### config.mk
export PLATFORM = sky130hd
export DESIGN_NAME = seg7_display_arbiter_flat
export DESIGN_NICKNAME = d
export VERILOG_FILES = /design/src/rtl/seg7_display_arbiter_if.sv /design/src/rtl/seg7_display_arbiter.sv /design/src/flat_wrapper.sv
export SDC_FILE = /design/constraint.sdc
export NUM_CORES = 1
export LEC_CHECK = 0
export CAP_MARGIN = 20
export CORE_UTILIZATION = 45
export CTS_BUF_LIST = sky130_fd_sc_hd__clkbuf_8 sky130_fd_sc_hd__clkbuf_16
export DETAILED_ROUTE_END_ITERATION = 7
export PLACE_DENSITY = 0.78
export SYNTH_ARGS = -nofsm -noshare
export SYNTH_HDL_FRONTEND = slang
export SYNTH_SLANG_ARGS = --single-unit
### constraint.sdc
create_clock -name CLK -period 3.6 [get_ports CLK]
set_input_delay 0.54 -clock CLK [delete_from_list [all_inputs] [get_ports CLK]]
set_output_delay 0.54 -clock CLK [all_outputs]
set_load 0.05 [all_outputs]
### src/rtl/seg7_display_arbiter_if.sv
// rtl/seg7_display_arbiter_if.sv - request/grant/data bundle between display sources and the arbiter
interface seg7_display_arbiter_if #(
  parameter int NUM_REQ = 4,
  parameter int ID_W    = 2
) ();
  logic [NUM_REQ-1:0]    req;
  logic [32*NUM_REQ-1:0] req_data;
  logic [NUM_REQ-1:0]    grant;
  logic [ID_W-1:0]       owner_id;
  logic                  busy;
  logic [31:0]           data_out;

  modport master (
    output req, req_data,
    input  grant, owner_id, busy, data_out
  );

  modport slave (
    input  req, req_data,
    output grant, owner_id, busy, data_out
  );
endinterface

### src/rtl/seg7_display_arbiter.sv
// rtl/seg7_display_arbiter.sv - round-robin owner of the 8-digit display with a minimum hold slice
module seg7_display_arbiter #(
  parameter int NUM_REQ     = 4,
  parameter int ID_W        = 2,
  parameter int HOLD_CYCLES = 100000000,
  parameter int CNT_W       = 27
) (
  input  logic                  CLK,
  input  logic                  RST,
  seg7_display_arbiter_if.slave bus
);

  localparam int NSLOT = 1 << ID_W;
  localparam logic [CNT_W-1:0] CNT_LOAD = CNT_W'(HOLD_CYCLES - 1);

  typedef enum logic [0:0] {IDLE, OWN} state_t;

  state_t              state_q, state_d;
  logic [NUM_REQ-1:0]  grant_q, grant_d;
  logic [ID_W-1:0]     owner_q, owner_d;
  logic [ID_W-1:0]     last_q, last_d;
  logic                busy_q, busy_d;
  logic [31:0]         data_q, data_d;
  logic [CNT_W-1:0]    cnt_q, cnt_d;

  logic [NUM_REQ-1:0]  cand;
  logic [NSLOT-1:0]    cand_ext;
  logic [ID_W-1:0]     idx, winner;
  logic                found, owner_req, take;
  logic [31:0]         win_data, own_data;

  // The current owner is masked out so the scan can only hand the display to someone else.
  always_comb begin
    cand     = bus.req & ~((state_q == OWN) ? grant_q : '0);
    cand_ext = NSLOT'(cand);
    found    = 1'b0;
    winner   = '0;
    idx      = '0;
    for (int off = 1; off <= NUM_REQ; off++) begin
      idx = ID_W'((int'(last_q) + off) % NUM_REQ);
      if (!found && cand_ext[idx]) begin
        found  = 1'b1;
        winner = idx;
      end
    end
  end

  always_comb begin
    win_data = '0;
    own_data = '0;
    for (int i = 0; i < NUM_REQ; i++) begin
      if (ID_W'(i) == winner)  win_data = bus.req_data[32*i +: 32];
      if (ID_W'(i) == owner_q) own_data = bus.req_data[32*i +: 32];
    end
  end

  assign owner_req = |(bus.req & grant_q);

  always_comb begin
    state_d = state_q;
    grant_d = grant_q;
    owner_d = owner_q;
    last_d  = last_q;
    busy_d  = busy_q;
    data_d  = data_q;
    cnt_d   = cnt_q;
    take    = 1'b0;
    case (state_q)
      IDLE: begin
        grant_d = '0;
        busy_d  = 1'b0;
        take    = found;
      end
      OWN: begin
        if (!owner_req) begin
          if (found) begin
            take = 1'b1;
          end else begin
            state_d = IDLE;
            grant_d = '0;
            busy_d  = 1'b0;
          end
        end else if (cnt_q != '0) begin
          cnt_d  = cnt_q - 1'b1;
          data_d = own_data;
        end else if (found) begin
          take = 1'b1;
        end else begin
          data_d = own_data;
        end
      end
      default: state_d = IDLE;
    endcase
    if (take) begin
      state_d = OWN;
      grant_d = NUM_REQ'(1) << winner;
      owner_d = winner;
      last_d  = winner;
      busy_d  = 1'b1;
      data_d  = win_data;
      cnt_d   = CNT_LOAD;
    end
  end

  always_ff @(posedge CLK) begin
    if (RST) begin
      state_q <= IDLE;
      grant_q <= '0;
      owner_q <= '0;
      last_q  <= ID_W'(NUM_REQ - 1);
      busy_q  <= 1'b0;
      data_q  <= '0;
      cnt_q   <= '0;
    end else begin
      state_q <= state_d;
      grant_q <= grant_d;
      owner_q <= owner_d;
      last_q  <= last_d;
      busy_q  <= busy_d;
      data_q  <= data_d;
      cnt_q   <= cnt_d;
    end
  end

  assign bus.grant    = grant_q;
  assign bus.owner_id = owner_q;
  assign bus.busy     = busy_q;
  assign bus.data_out = data_q;

endmodule

### src/flat_wrapper.sv
// flat-port wrapper written by rule: the top's interface ports become plain ports
module seg7_display_arbiter_flat 
#(
  parameter int NUM_REQ     = 4,
  parameter int ID_W        = 2,
  parameter int HOLD_CYCLES = 100000000,
  parameter int CNT_W       = 27
)
  (CLK, RST, bus_req, bus_req_data, bus_grant, bus_owner_id, bus_busy, bus_data_out);
  seg7_display_arbiter_if #(.NUM_REQ(NUM_REQ), .ID_W(ID_W)) bus_i ();
  input  logic CLK;
  input  logic RST;
  input wire logic [$bits(bus_i.req)-1:0] bus_req;
  input wire logic [$bits(bus_i.req_data)-1:0] bus_req_data;
  output wire logic [$bits(bus_i.grant)-1:0] bus_grant;
  output wire logic [$bits(bus_i.owner_id)-1:0] bus_owner_id;
  output wire logic [$bits(bus_i.busy)-1:0] bus_busy;
  output wire logic [$bits(bus_i.data_out)-1:0] bus_data_out;
  assign bus_i.req = bus_req;
  assign bus_i.req_data = bus_req_data;
  assign bus_grant = bus_i.grant;
  assign bus_owner_id = bus_i.owner_id;
  assign bus_busy = bus_i.busy;
  assign bus_data_out = bus_i.data_out;
  seg7_display_arbiter #(.NUM_REQ(NUM_REQ), .ID_W(ID_W), .HOLD_CYCLES(HOLD_CYCLES), .CNT_W(CNT_W)) u_core (.CLK(CLK), .RST(RST), .bus(bus_i));
endmodule
# ---- Word-level counts from Yosys, hierarchy flattened
# Index checks and enable logic that the tools add are counted.
dict set report word_totals {
  register_bits 69
  in_bits 134
  output_inout_bits 39
  word_cells 98
}
dict set report op_classes {
  addsub 5
  magnitude_cmp 4
  eq_ne 9
  shift 1
  muxes 49
  bitwise_logic 4
  n_reduce_logical 18
}
# operator count
set ops {}
lappend ops {{two-way mux 32 bit} 13}
lappend ops {{two-way mux 27 bit} 4}
lappend ops {{nonzero test 27 bit} 1}
lappend ops {{subtractor 27 x 1 -> 27 bit (second input constant)} 1}
lappend ops {{two-way mux 1 bit} 17}
lappend ops {{two-way mux 4 bit} 4}
lappend ops {{< comparator 2 x 3 -> 1 bit (second input constant)} 4}
lappend ops {{inequality test 3 bit (second input constant)} 3}
lappend ops {{AND reduction 3 bit} 3}
lappend ops {{bitwise AND 4 bit} 2}
lappend ops {{binary-select mux 1 bit (select 2 bit)} 4}
lappend ops {{== test 2 bit (first input constant)} 4}
lappend ops {{two-way mux 2 bit} 4}
lappend ops {{case mux 4 bit (2 select lines)} 1}
lappend ops {{nonzero test 2 bit} 3}
lappend ops {{adder 2 x 1 -> 2 bit (second input constant)} 2}
lappend ops {{adder 2 bit (second input constant)} 2}
lappend ops {{== test 1 x 2 -> 1 bit (first input constant)} 2}
lappend ops {{zero test 2 bit} 2}
lappend ops {{NOT 4 bit} 1}
lappend ops {{case mux 1 bit (2 select lines)} 2}
lappend ops {{OR reduction 4 bit} 1}
lappend ops {{left shift 1 x 2 -> 4 bit (first input constant)} 1}
lappend ops {{logical AND 1 bit} 3}
lappend ops {{other kinds (4)} 6}

# ---- Depth between registers and ports, before layout
dict set report logic_depth {
  ltp_word 21
  depth_mapped 10
}

# ---- Least setup slack after synthesis
# OpenSTA, ideal clock, no wires.
dict set report synth_timing {
  path_kind {register to register}
  from {register u_core.cnt_q[18]}
  to {register u_core.data_q[14] (netlist: u_core.bus.data_out[14])}
  setup_ns 0.087
  arrival_ns 2.621
  t_required_ns 3.513
  path_slack_ns 0.891
  path_stages_with_launch 9
  n_path_buf 3
  period_less_slack_ns 2.709
  cell_sequence {dfxtp_1 > or4_4 > or4_4 > o31a_1 > buf_6 > or3_1 > clkbuf_2 > buf_6 > o31ai_1}
}
dict set report synth_via {
  elab_chain_cells 6
}
# item line_no
set synth_lines {}
lappend synth_lines {{from (decl)} seg7_display_arbiter.sv:24} ;# logic [CNT_W-1:0] cnt_q, cnt_d;
lappend synth_lines {{from (signal assigned)} seg7_display_arbiter.sv:121} ;# cnt_q <= cnt_d;
lappend synth_lines {{nonzero test 27 bit *} seg7_display_arbiter.sv:83} ;# end else if (cnt_q != '0) begin
lappend synth_lines {{two-way mux 1 bit} seg7_display_arbiter.sv:83}
lappend synth_lines {{two-way mux 1 bit} seg7_display_arbiter.sv:75} ;# if (!owner_req) begin
lappend synth_lines {{case mux 1 bit (2 select lines)} seg7_display_arbiter.sv:68} ;# case (state_q)
lappend synth_lines {{inequality test 3 bit (no line) or nonzero test 2 bit (tied branches)} -}
lappend synth_lines {{AND reduction 3 bit (no line)} -}
lappend synth_lines {{to (signal assigned)} seg7_display_arbiter.sv:120} ;# data_q <= data_d;
lappend synth_lines {{to (decl)} seg7_display_arbiter.sv:23} ;# logic [31:0] data_q, data_d;
# Every way passes the cells marked *; elsewhere a longest branch is shown, timed or not. The select of a mux whose other input is x is not followed.
# A chain may end at the register's enable or synchronous reset.

# ---- Final worst setup path
dict set report layout_timing {
  from {register u_core.cnt_q[6]}
  to {register u_core.data_q[18] (netlist: u_core.bus.data_out[18])}
}
# The elaborated chain is that of the path after synthesis.

==> metrics.json <==
{
  "timing.setup.tns": {"value": 0, "unit": "ns"},
  "timing.hold.worst.start": {"value": "u_core.bus.data_out[4]"},
  "outcome": {"value": "complete, but fails checks"},
  "multiInputGateArea": {"value": 3630, "unit": "sq um"},
  "drt.antenna.violating_nets": {"value": 0},
  "r2r_slack": {"value": 0.56, "unit": "ns"},
  "timing.critical_path.from": {"value": "u_core.cnt_q[6]"},
  "n_antenna_cell": {"value": 0},
  "number_of_h_tree_levels": {"value": 3},
  "postCtsHoldBufs": {"value": 0},
  "gr-usage-met2": {"value": 52.3, "unit": "%"},
  "timing.final.crit_share": {"value": 84.4, "unit": "%"},
  "final-setup-viol-count": {"value": 0},
  "clock_sink_count": {"value": 69},
  "timing.final.max_slew_violations": {"value": 0},
  "gp_congestion": {"value": 0.856},
  "highest_count_cells_in_the_layout_ignoring_fill_and_taps": {"value": "sky130_fd_sc_hd__clkdlybuf4s50_1, sky130_fd_sc_hd__a211oi_1, sky130_fd_sc_hd__dfxtp_1"},
  "worstReg2RegEnd": {"value": "u_core.bus.data_out[18]"},
  "clock_skew": {"value": 0.00814, "unit": "ns"},
  "netlist.top_cell.by_area": {"value": "sky130_fd_sc_hd__dfxtp_1"},
  "detailedPlacementHpwl": {"value": 13.0, "unit": "mm"},
  "most_instantiated_flip_flop_cell_in_the_synthesis_netlist": {"value": "sky130_fd_sc_hd__dfxtp_1"},
  "clk_path_buf_depth": {"value": 2},
  "cts-root-buf": {"value": "sky130_fd_sc_hd__clkbuf_16"},
  "yosysSeqAreaShare": {"value": 25.8, "unit": "%"},
  "power_density_normalized_to_cell_area": {"value": 559, "unit": "nW/um^2"},
  "syn_inst": {"value": 606},
  "crit_slowest_cell": {"value": "sky130_fd_sc_hd__nor4_1"},
  "post_synth.cell_area_avg": {"value": 8.83, "unit": "sq um"},
  "vdd.ir_drop.worst": {"value": 0.381, "unit": "mV"},
  "cp-endpoint": {"value": "u_core.bus.data_out[18]"},
  "grt_first_pass_wirelength": {"value": 30.5, "unit": "mm"},
  "finalPower": {"value": 4.22, "unit": "mW"},
  "design.die.area": {"value": 12300, "unit": "sq um"},
  "worstSetupStartpointType": {"value": "flip-flop"},
  "highest_clock_rate": {"value": 329, "unit": "MHz"},
  "synth_enable_flop_cells": {"value": 0},
  "worstRegToRegCells": {"value": 6},
  "use_met1": {"value": 37.7, "unit": "%"},
  "design.final.nets": {"value": 883},
  "drive_above_1_share": {"value": 12.5, "unit": "%"},
  "finalWorstPathRequiredPeriod": {"value": 3.04, "unit": "ns"},
  "critPathMaxFanout": {"value": 31},
  "drc": {"value": 24},
  "filler_cell_count": {"value": 933},
  "max-cap-violations": {"value": 0},
  "netlist.area_leader.share": {"value": 25.8, "unit": "%"},
  "tritoncts": {"value": "yes"},
  "synth_top_cells_by_area": {"value": "sky130_fd_sc_hd__dfxtp_1, sky130_fd_sc_hd__mux4_2, sky130_fd_sc_hd__a211oi_1"},
  "worst_setup_path_end_kind": {"value": "flip-flop"},
  "worst-setup-path-type": {"value": "flip-flop to flip-flop"},
  "mappedNetlistNets": {"value": 741},
  "via_count": {"value": 6199},
  "area_of_the_core": {"value": 11500, "unit": "sq um"},
  "setup_bufs_post_cts": {"value": 0},
  "timing.final.hold_violations": {"value": 0},
  "detail_route.wirelength": {"value": 19.5, "unit": "mm"},
  "area.growth.synth_to_final": {"value": 41.0, "unit": "%"},
  "slew_limit_headroom": {"value": 42.2, "unit": "%"},
  "io_buffers": {"value": 172},
  "synth_cell_types": {"value": 57},
  "grt_pass1_vias": {"value": 6142},
  "grt-busiest-layer": {"value": "met2"},
  "antenna_found_initial": {"value": 0},
  "floorplan.initialDensity": {"value": 46.5, "unit": "%"},
  "rsz_0062_raised_after_global_routing": {"value": "false"},
  "ys_seq_elements": {"value": 69},
  "seqCellArea": {"value": 1380, "unit": "sq um"},
  "insertion_delay": {"value": 0.33, "unit": "ns"},
  "number_of_buffers_created_by_cts": {"value": 9},
  "syn-cell-area": {"value": 5350, "unit": "sq um"},
  "routed_wire_length_per_instance": {"value": 21.7, "unit": "um"},
  "overflow": {"value": 0},
  "arrival": {"value": 3.27, "unit": "ns"},
  "post_cts.resized_instances": {"value": 0},
  "worst_min_delay_path_category": {"value": "flip-flop to flip-flop"},
  "die-height": {"value": 111, "unit": "um"},
  "first_iter_violations": {"value": 829},
  "violations_in_the_final_reports": {"value": "design-rule violations"},
  "groute.layer.met3.usage": {"value": 4.65, "unit": "%"},
  "rows": {"value": 39},
  "firstDrtPassIters": {"value": 7},
  "path_cells": {"value": "nor4_1 -> nand4b_1 -> o31a_1 -> or3_1 -> buf_4 -> o31ai_1"},
  "critical_path.reg2reg.startpoint": {"value": "u_core.cnt_q[6]"},
  "io_pins": {"value": 173},
  "globalRouteTotalUtil": {"value": 30.7, "unit": "%"},
  "dieWidth": {"value": 111, "unit": "um"},
  "grt_start_max_net_pins": {"value": 66},
  "cpPeakStageDelay": {"value": 0.67, "unit": "ns"},
  "power.static_leakage": {"value": 2.55, "unit": "nW"},
  "synthArstFlopShare": {"value": 0, "unit": "%"},
  "ys.warnings.count": {"value": 0},
  "worstPathRequired": {"value": 3.83, "unit": "ns"},
  "mostFrequentLayoutCell": {"value": "sky130_fd_sc_hd__clkdlybuf4s50_1"},
  "post_drt_via_cell_ratio": {"value": 6.92},
  "worst-slew-pin-transition": {"value": 0.866, "unit": "ns"},
  "clk_pin_slew_worst_paths": {"value": 0.06, "unit": "ns"}
}
[cell type report]
| type | instances | share of cell area [%] |
|---|---|---|
| multi-input cells | 429 | 48.1 |
| repair buffers | 200 | 25.7 |
| flip-flops and latches | 69 | 18.3 |
| clock buffers | 10 | 3.17 |
| well taps | 143 | 2.37 |
| inverters | 39 | 1.94 |
| clock inverters | 6 | 0.415 |
[cells by family (layout without fill, tap and decap cells)]
family / after synthesis / in the layout / share of synthesized area (%)
DFF: 69 / 69 / 25.8
and+or+nand+nor: 150 / 150 / 16.3
xor gates and xnor gates: 2 / 2 / 0.327
AOI/OAI and AO/OA: 240 / 240 / 34.9
muxes: 36 / 36 / 14.2
buffers and inverters: 108 / 255 / 8.18
adders and majority gates: 1 / 1 / 0.234
[worst min-delay path by stage]
stage / slack [ns] / depth (start not counted) / endpoint
floorplan: 0.45 / 2 / u_core.cnt_q[5]
global placement: 0.45 / 2 / u_core.bus.data_out[3]
detailed placement: 0.46 / 2 / u_core.bus.data_out[4]
CTS: 0.47 / 2 / u_core.bus.data_out[3]
global route: 0.49 / 2 / u_core.bus.data_out[29]
finish: 0.47 / 2 / u_core.bus.data_out[4]
[worst max-delay path, delay by kind of cell (launching register included)]
kind                   cells  cell delay [ns]
AOI/OAI and AO/OA          2             0.74
buffers and inverters      1             0.28
DFF                        1             0.38
and+or+nand+nor            3             1.53
[power by group]
group	switching [mW]	internal (mW)	total [mW]
clock network	0.337	0.477	0.815
registers	0.190	0.938	1.13
logic	1.35	0.926	2.28
[metrics by stage]
stage	cells	setup WS [ns]	cell area, sq um	utilization, %	hold slack [ns]
2_1_floorplan	606	0.891	5350	-	0.447
3_3_place_gp	880	0.513	7280	63.2	0.448
3_5_place_dp	880	0.465	7280	63.2	0.457
4_1_cts	896	0.710	7550	65.5	0.470
5_1_grt	896	0.449	7550	65.5	0.487
6_report	896	0.561	7550	65.5	0.469
[sequential cells by signal, summed over array words and instances, names as in the netlist]
signal               cells
u_core.bus.grant         4
u_core.last_q            2
u_core.state_q           1
u_core.bus.data_out     32
u_core.bus.busy          1
u_core.cnt_q            27
u_core.bus.owner_id      2
[synthesized netlist by cell type, types with 3 or more instances]
library cell / n
sky130_fd_sc_hd__or3_1: 6
sky130_fd_sc_hd__o31a_1: 4
sky130_fd_sc_hd__a21oi_1: 17
sky130_fd_sc_hd__mux2i_1: 3
sky130_fd_sc_hd__o31ai_1: 32
sky130_fd_sc_hd__inv_1: 39
sky130_fd_sc_hd__buf_1: 6
sky130_fd_sc_hd__or4_1: 3
sky130_fd_sc_hd__o221ai_1: 3
sky130_fd_sc_hd__a221oi_1: 36
sky130_fd_sc_hd__nand2_1: 7
sky130_fd_sc_hd__a211oi_1: 76
sky130_fd_sc_hd__o21ai_0: 3
sky130_fd_sc_hd__nor2_1: 14
sky130_fd_sc_hd__nand3_1: 10
sky130_fd_sc_hd__a311oi_1: 5
sky130_fd_sc_hd__a32oi_1: 32
sky130_fd_sc_hd__dfxtp_1: 69
sky130_fd_sc_hd__nor4_1: 11
sky130_fd_sc_hd__a31oi_1: 8
sky130_fd_sc_hd__clkbuf_1: 57
sky130_fd_sc_hd__nor2b_1: 64
sky130_fd_sc_hd__nor3_1: 19
sky130_fd_sc_hd__buf_6: 4
sky130_fd_sc_hd__mux4_2: 32
sky130_fd_sc_hd__o21a_1: 3
[layer usage]
layer	part of all wire, %	routed length, um
met1	38	7480
met3	9.6	1860
met4	3.4	656
met2	49	9480
met5	0	0
No activity file was read; power rests on OpenSTA's default activity.
